### src/rtl/control_sequencer_if.sv
// control_sequencer_if: bundle between the control sequencer and the ALU datapath system.
// Ports (master = sequencer view):
//   in  IROut[15:0], FlagsOut[3:0] (bit3 = Z)
//   out RF_OutASel/RF_OutBSel/RF_FunSel[2:0], RF_RegSel/RF_ScrSel[3:0], ALU_FunSel[4:0], ALU_WF,
//       ARF_OutCSel/ARF_OutDSel[1:0], ARF_FunSel/ARF_RegSel[2:0], IR_LH, IR_Write, Mem_WR, Mem_CS (low active),
//       MuxASel/MuxBSel[1:0], MuxCSel, SeqState[2:0], Halted, Illegal (only with CU_ILLEGAL_TRAP_EN)
interface control_sequencer_if;
    logic [15:0] IROut;
    logic [3:0]  FlagsOut;
    logic [2:0]  RF_OutASel, RF_OutBSel, RF_FunSel;
    logic [3:0]  RF_RegSel, RF_ScrSel;
    logic [4:0]  ALU_FunSel;
    logic        ALU_WF;
    logic [1:0]  ARF_OutCSel, ARF_OutDSel;
    logic [2:0]  ARF_FunSel, ARF_RegSel;
    logic        IR_LH, IR_Write, Mem_WR, Mem_CS;
    logic [1:0]  MuxASel, MuxBSel;
    logic        MuxCSel;
    logic [2:0]  SeqState;
    logic        Halted;
`ifdef CU_ILLEGAL_TRAP_EN
    logic        Illegal;
`endif
    modport master (
        input  IROut, FlagsOut,
        output RF_OutASel, RF_OutBSel, RF_FunSel, RF_RegSel, RF_ScrSel, ALU_FunSel, ALU_WF,
               ARF_OutCSel, ARF_OutDSel, ARF_FunSel, ARF_RegSel, IR_LH, IR_Write, Mem_WR, Mem_CS,
               MuxASel, MuxBSel, MuxCSel, SeqState, Halted
`ifdef CU_ILLEGAL_TRAP_EN
        , Illegal
`endif
    );
    modport slave (
        output IROut, FlagsOut,
        input  RF_OutASel, RF_OutBSel, RF_FunSel, RF_RegSel, RF_ScrSel, ALU_FunSel, ALU_WF,
               ARF_OutCSel, ARF_OutDSel, ARF_FunSel, ARF_RegSel, IR_LH, IR_Write, Mem_WR, Mem_CS,
               MuxASel, MuxBSel, MuxCSel, SeqState, Halted
`ifdef CU_ILLEGAL_TRAP_EN
        , Illegal
`endif
    );
endinterface

### src/rtl/control_sequencer.sv
// control_sequencer: hardwired multi-cycle control unit (fetch two bytes, decode, execute) for the ALU datapath.
// Ports: Clock (rising edge), Reset (synchronous, active-high), bus (control_sequencer_if.master: IROut and
//   FlagsOut in, every datapath control plus SeqState/Halted out).
// Optional macro CU_ILLEGAL_TRAP_EN: undefined opcodes halt and raise a sticky bus.Illegal; otherwise they are NOPs.
module control_sequencer #(
    parameter logic [2:0] RF_FS_LOAD = 3'b010,
    parameter logic [2:0] RF_FS_INC  = 3'b001,
    parameter logic [4:0] ALU_PASSA  = 5'b10000,
    parameter logic [4:0] ALU_ADD    = 5'b10100
) (
    input logic Clock,
    input logic Reset,
    control_sequencer_if.master bus
);
    typedef enum logic [2:0] {FETCH_L = 3'd0, FETCH_H = 3'd1, EXEC = 3'd2, EXEC2 = 3'd3, HALT = 3'd4} state_t;
    state_t state, nextState;
    logic [5:0] opcode;
    assign opcode = bus.IROut[15:10];
    always_ff @(posedge Clock) state <= Reset ? FETCH_L : nextState;
`ifdef CU_ILLEGAL_TRAP_EN
    logic illegal;
    // Only an undefined opcode reaches HALT from EXEC other than the explicit HALT opcode.
    always_ff @(posedge Clock)
        illegal <= Reset ? 1'b0 : (illegal | (state == EXEC && nextState == HALT && opcode != 6'h3F));
    assign bus.Illegal = illegal & ~Reset;
`endif
    always_comb begin
        bus.RF_OutASel  = '0;
        bus.RF_OutBSel  = '0;
        bus.RF_FunSel   = '0;
        bus.RF_RegSel   = '0;
        bus.RF_ScrSel   = '0;
        bus.ALU_FunSel  = '0;
        bus.ALU_WF      = 1'b0;
        bus.ARF_OutCSel = '0;
        bus.ARF_OutDSel = '0;
        bus.ARF_FunSel  = '0;
        bus.ARF_RegSel  = '0;
        bus.IR_LH       = 1'b0;
        bus.IR_Write    = 1'b0;
        bus.Mem_WR      = 1'b0;
        bus.Mem_CS      = 1'b1;
        bus.MuxASel     = '0;
        bus.MuxBSel     = '0;
        bus.MuxCSel     = 1'b0;
        bus.SeqState    = Reset ? 3'd0 : state;
        bus.Halted      = 1'b0;
        nextState       = state;
        if (!Reset) begin
            case (state)
                FETCH_L, FETCH_H: begin
                    bus.Mem_CS     = 1'b0;
                    bus.IR_Write   = 1'b1;
                    bus.IR_LH      = (state == FETCH_H);
                    bus.ARF_RegSel = 3'b100;
                    bus.ARF_FunSel = RF_FS_INC;
                    nextState      = (state == FETCH_L) ? FETCH_H : EXEC;
                end
                EXEC: begin
                    nextState = FETCH_L;
                    case (opcode)
                        6'h00, 6'h01: begin
                            // BRA always, BNE only when Z is clear; the branch target enters via MuxB.
                            if (opcode == 6'h00 || !bus.FlagsOut[3]) begin
                                bus.MuxBSel    = 2'd3;
                                bus.ARF_RegSel = 3'b100;
                                bus.ARF_FunSel = RF_FS_LOAD;
                            end
                        end
                        6'h02: begin
                            bus.MuxASel   = 2'd3;
                            bus.RF_FunSel = RF_FS_LOAD;
                            bus.RF_RegSel = 4'b1000 >> bus.IROut[9:8];
                        end
                        6'h03: begin
                            bus.RF_OutASel = {1'b0, bus.IROut[3:2]};
                            bus.RF_OutBSel = {1'b0, bus.IROut[1:0]};
                            bus.ALU_FunSel = ALU_ADD;
                            bus.ALU_WF     = bus.IROut[9];
                            bus.RF_FunSel  = RF_FS_LOAD;
                            bus.RF_RegSel  = 4'b1000 >> bus.IROut[5:4];
                        end
                        6'h04: begin
                            bus.RF_FunSel = RF_FS_INC;
                            bus.RF_RegSel = 4'b1000 >> bus.IROut[5:4];
                        end
                        6'h05: begin
                            bus.MuxBSel    = 2'd3;
                            bus.ARF_RegSel = 3'b010;
                            bus.ARF_FunSel = RF_FS_LOAD;
                            nextState      = EXEC2;
                        end
                        6'h3F: nextState = HALT;
                        default: begin
`ifdef CU_ILLEGAL_TRAP_EN
                            nextState = HALT;
`endif
                        end
                    endcase
                end
                EXEC2: begin
                    // ST write phase: register passes through the ALU to memory at address AR.
                    bus.RF_OutASel  = {1'b0, bus.IROut[9:8]};
                    bus.ALU_FunSel  = ALU_PASSA;
                    bus.ARF_OutDSel = 2'd2;
                    bus.Mem_CS      = 1'b0;
                    bus.Mem_WR      = 1'b1;
                    nextState       = FETCH_L;
                end
                HALT: bus.Halted = 1'b1;
                default: nextState = FETCH_L;
            endcase
        end
    end
endmodule

### src/flat_wrapper.sv
// flat-port wrapper written by rule: the top's interface ports become plain ports
module control_sequencer_flat 
#(
    parameter logic [2:0] RF_FS_LOAD = 3'b010,
    parameter logic [2:0] RF_FS_INC  = 3'b001,
    parameter logic [4:0] ALU_PASSA  = 5'b10000,
    parameter logic [4:0] ALU_ADD    = 5'b10100
)
  (Clock, Reset, bus_IROut, bus_FlagsOut, bus_RF_OutASel, bus_RF_OutBSel, bus_RF_FunSel, bus_RF_RegSel, bus_RF_ScrSel, bus_ALU_FunSel, bus_ALU_WF, bus_ARF_OutCSel, bus_ARF_OutDSel, bus_ARF_FunSel, bus_ARF_RegSel, bus_IR_LH, bus_IR_Write, bus_Mem_WR, bus_Mem_CS, bus_MuxASel, bus_MuxBSel, bus_MuxCSel, bus_SeqState, bus_Halted);
  control_sequencer_if bus_i ();
  input logic Clock;
  input logic Reset;
  input wire logic [$bits(bus_i.IROut)-1:0] bus_IROut;
  input wire logic [$bits(bus_i.FlagsOut)-1:0] bus_FlagsOut;
  output wire logic [$bits(bus_i.RF_OutASel)-1:0] bus_RF_OutASel;
  output wire logic [$bits(bus_i.RF_OutBSel)-1:0] bus_RF_OutBSel;
  output wire logic [$bits(bus_i.RF_FunSel)-1:0] bus_RF_FunSel;
  output wire logic [$bits(bus_i.RF_RegSel)-1:0] bus_RF_RegSel;
  output wire logic [$bits(bus_i.RF_ScrSel)-1:0] bus_RF_ScrSel;
  output wire logic [$bits(bus_i.ALU_FunSel)-1:0] bus_ALU_FunSel;
  output wire logic [$bits(bus_i.ALU_WF)-1:0] bus_ALU_WF;
  output wire logic [$bits(bus_i.ARF_OutCSel)-1:0] bus_ARF_OutCSel;
  output wire logic [$bits(bus_i.ARF_OutDSel)-1:0] bus_ARF_OutDSel;
  output wire logic [$bits(bus_i.ARF_FunSel)-1:0] bus_ARF_FunSel;
  output wire logic [$bits(bus_i.ARF_RegSel)-1:0] bus_ARF_RegSel;
  output wire logic [$bits(bus_i.IR_LH)-1:0] bus_IR_LH;
  output wire logic [$bits(bus_i.IR_Write)-1:0] bus_IR_Write;
  output wire logic [$bits(bus_i.Mem_WR)-1:0] bus_Mem_WR;
  output wire logic [$bits(bus_i.Mem_CS)-1:0] bus_Mem_CS;
  output wire logic [$bits(bus_i.MuxASel)-1:0] bus_MuxASel;
  output wire logic [$bits(bus_i.MuxBSel)-1:0] bus_MuxBSel;
  output wire logic [$bits(bus_i.MuxCSel)-1:0] bus_MuxCSel;
  output wire logic [$bits(bus_i.SeqState)-1:0] bus_SeqState;
  output wire logic [$bits(bus_i.Halted)-1:0] bus_Halted;
  assign bus_i.IROut = bus_IROut;
  assign bus_i.FlagsOut = bus_FlagsOut;
  assign bus_RF_OutASel = bus_i.RF_OutASel;
  assign bus_RF_OutBSel = bus_i.RF_OutBSel;
  assign bus_RF_FunSel = bus_i.RF_FunSel;
  assign bus_RF_RegSel = bus_i.RF_RegSel;
  assign bus_RF_ScrSel = bus_i.RF_ScrSel;
  assign bus_ALU_FunSel = bus_i.ALU_FunSel;
  assign bus_ALU_WF = bus_i.ALU_WF;
  assign bus_ARF_OutCSel = bus_i.ARF_OutCSel;
  assign bus_ARF_OutDSel = bus_i.ARF_OutDSel;
  assign bus_ARF_FunSel = bus_i.ARF_FunSel;
  assign bus_ARF_RegSel = bus_i.ARF_RegSel;
  assign bus_IR_LH = bus_i.IR_LH;
  assign bus_IR_Write = bus_i.IR_Write;
  assign bus_Mem_WR = bus_i.Mem_WR;
  assign bus_Mem_CS = bus_i.Mem_CS;
  assign bus_MuxASel = bus_i.MuxASel;
  assign bus_MuxBSel = bus_i.MuxBSel;
  assign bus_MuxCSel = bus_i.MuxCSel;
  assign bus_SeqState = bus_i.SeqState;
  assign bus_Halted = bus_i.Halted;
  control_sequencer #(.RF_FS_LOAD(RF_FS_LOAD), .RF_FS_INC(RF_FS_INC), .ALU_PASSA(ALU_PASSA), .ALU_ADD(ALU_ADD)) u_core (.Clock(Clock), .Reset(Reset), .bus(bus_i));
endmodule
### config.mk
export PLATFORM = sky130hd
export DESIGN_NAME = control_sequencer_flat
export DESIGN_NICKNAME = d
export VERILOG_FILES = /design/src/rtl/control_sequencer_if.sv /design/src/rtl/control_sequencer.sv /design/src/flat_wrapper.sv
export SDC_FILE = /design/constraint.sdc
export NUM_CORES = 1
export LEC_CHECK = 0
export BUFFER_PORTS_ARGS = -buffer_cell sky130_fd_sc_hd__clkbuf_2
export CAP_MARGIN = 20
export CORE_MARGIN = 2
export CORE_UTILIZATION = 33
export CTS_BUF_LIST = sky130_fd_sc_hd__clkbuf_2
export CTS_CLUSTER_SIZE = 16
export DETAILED_ROUTE_END_ITERATION = 12
export GPL_TIMING_DRIVEN = 0
export PLACE_DENSITY = 0.78
export SLEW_MARGIN = 10
export SYNTH_ARGS = -nofsm -noshare
export SYNTH_HDL_FRONTEND = slang
export SYNTH_SLANG_ARGS = --single-unit
### constraint.sdc
create_clock -name Clock -period 1.8 [get_ports Clock]
set_clock_uncertainty 0.15 [all_clocks]
set_input_delay 0.36 -clock Clock [delete_from_list [all_inputs] [get_ports Clock]]
set_output_delay 0.36 -clock Clock [all_outputs]
set_load 0.02 [all_outputs]
==> flow_summary.json <==
{
  "yosysUniqueCellTypes": 37,
  "worstPathCellList": "nor4b_4, o211ai_1, buf_4, a21oi_2, clkbuf_8",
  "drive_gt1_frac": 0.6488,
  "cts_root_buf": "clkbuf_2",
  "ys.flop_type": "dfxtp_1",
  "worstSetupPathType": "register to output port",
  "rsz0062_at_grt": "yes",
  "crit_family": "buffers and inverters",
  "num_vias": 943,
  "p_leak_nw": 0.6960,
  "areaGrowthSynthToFinish_pct": 110.2,
  "top_layer": "met4",
  "cp_slowest_stage_delay_ps": 350,
  "dp_hpwl_um": 1627,
  "pin_count": 68,
  "grt-ovfl-total": 0,
  "required_ps": 1290,
  "antenna_cells": 0,
  "cts.clk_slew.worst_paths_ps": 50,
  "clk_latency_ps": 220,
  "slew_viol_final": 0,
  "end_kind": "output port",
  "cp_num_buf_inv": 2,
  "drtIter0Drc": 21,
  "met2WireLength_um": 1451,
  "regMostFlops": "u_core.state",
  "final_antenna_net_count": 0,
  "hold_class": "primary input to register",
  "core_area_um2": 1962,
  "tritoncts": "yes",
  "firstDrtPassIters": 4,
  "ys.warnings.count": 0,
  "gp_congestion": 0.7295,
  "largest_reg_flops": 3,
  "worst-endpoint-arrival_ps": 1570,
  "synth.largest_area_cell": "buf_4",
  "synth.top_cell.area_share": 0.2077,
  "cpMaxStageDelayCell": "dfxtp_4",
  "reg_top3": "u_core.state: 3 flops",
  "cp-start-kind": "register",
  "hold_viol_final": 0,
  "async_flop_share": 0,
  "fillers": 163,
  "fin_util": 0.7360,
  "synth_edf_count": 0,
  "rows": 16,
  "ir_drop_uv": 188.8,
  "die_y_um": 49.63,
  "htree_levels": 1,
  "grt_pass1_vias": 882,
  "yosys-top-cells-count": "19 x buf_4, 8 x nor2b_1, 6 x a21oi_1, 6 x nor3_1, 5 x nor2_1",
  "syn_area_um2": 686.9,
  "avgSynthCellArea_um2": 7.155,
  "cts_num_sinks": 3,
  "wl_met1_um": 897,
  "fmax_ghz": 0.4817,
  "route.met3.wl_um": 179,
  "yosysSeqAreaShare": 0.08743,
  "synthTopCellsByArea": "buf_4 21%, dfxtp_1 8.7%, nor2b_1 7.3%",
  "grt_use_total": 0.1932,
  "status": "finished with violations",
  "routed_wirelength_um": 2533,
  "dieArea_um2": 2463,
  "timing.final.crit_share": 1.153,
  "powerDensity_nw_per_um2": 279.2,
  "route.detailed.drc": 0,
  "ys_ff_latch": 3,
  "min_period_ps": 2076,
  "die_x_um": 49.63,
  "port_buffers": 44,
  "initial_core_util": 0.3501,
  "wire_per_inst_um": 12.99,
  "failed_checks": "setup timing",
  "yosysMostFrequentCell": "buf_4",
  "grt_pass1_wl_um": 3788,
  "critPathMaxFanout": 4,
  "antenna_found_initial": 0,
  "clockBufferDepth": 2,
  "fin_nets": 191,
  "cts_buffers": 3,
  "grt_max_degree": 11,
  "pre_cts_ws_ps": -333.2,
  "avgViaCountPerCell": 4.836,
  "finalSetupViolations": 20,
  "cap_viol_max_count": 0,
  "worst_slack_ps": -275.8,
  "synth_cells": 96
}
[power breakdown]
group / internal, mW / switching (mW) / leakage (nW) / total (mW)
logic: 0.104 / 0.125 / 0.653 / 0.229
clock network: 0.0587 / 0.0399 / 0.0166 / 0.0986
registers: 0.0688 / 0.00699 / 0.0267 / 0.0758
total: 0.231 / 0.172 / 0.696 / 0.403
[stage by stage]
stage          std cells  cell area [um2]  hold WS [ps]  TNS [ps]  power (mW)
3_3_place_gp         182             1097         400.2     -4286      0.2664
6_report             195             1444         369.1     -3461      0.4031
2_1_floorplan        111            843.3         387.3    -446.9      0.2246
4_1_cts              191             1356         355.8     -3185      0.3903
3_5_place_dp         182             1097         422.2     -4818      0.2699
5_1_grt              195             1444         382.7     -5259      0.4281
[logic make-up after synthesis]
logic type,synth area share
AO/OA/AOI/OAI,0.1731
buffers and inverters,0.2914
flip-flops,0.08744
other,0.005459
AND/OR/NAND/NOR,0.4426
[cell type report]
type,count,area [um2],share of cell area
Multi-Input combinational cell,80,630.6,0.4367
Timing Repair Buffer,55,457.9,0.3172
Buffer,23,219.0,0.1516
Sequential cell,3,71.32,0.04939
Tap cell,27,33.78,0.02340
Clock buffer,4,20.02,0.01386
Inverter,3,11.26,0.007799
[cell usage in the layout (no fill, tap or decap), drive strengths merged]
master and instances:
or3 1, nand3 1, nor2b 8, a31o 1, conb 16, o211ai 2, or4 2, nand2 2
or2b 1, and3b 1, nor2 5, nor4b 1, nor3b 2, nand3b 1, o21bai 1, dfxtp 3
o2bb2ai 2, or3b 1, a211oi 1, inv 3, a2111oi 1, buf 47, nand2b 1, nand4 4
nand4b 2, a21oi 7, and2 3, clkbuf 35, o21ai 3, nor3 7, and3 3
[path summary, 6_finish.rpt]
kind	start	endpoint	slack, ps	depth (start not counted)
setup / recovery	u_core.state[0]	bus_RF_RegSel[0]	-280	5
hold / removal	bus_IROut[13]	u_core.state[2]	370	4
setup reg to reg	u_core.state[2]	u_core.state[2]	50	5
hold reg to reg	u_core.state[1]	u_core.state[0]	370	1
[worst reg2reg max path: cells and delay by family (launching register included)]
kind	cells	cell delay, ps
AND/OR/NAND/NOR	1	510
AO/OA/AOI/OAI	1	250
flip-flops	1	360
buffers and inverters	3	380
[repair_timing]
action | CTS | global route
gates resized for setup | 54 | 27
gates cloned | 0 | 0
setup buffers | 7 | 4
pin swaps | 9 | 6
setup endpoints to repair | 22 | 23
hold buffers | 0 | 0
[metal layers]
metal,GRT usage,up-vias
met5,0,-
met4,0.03704,0
met3,0.04545,2
met2,0.3756,48
met1,0.2089,442
li1,-,451
(Power assumes the default switching activity.)
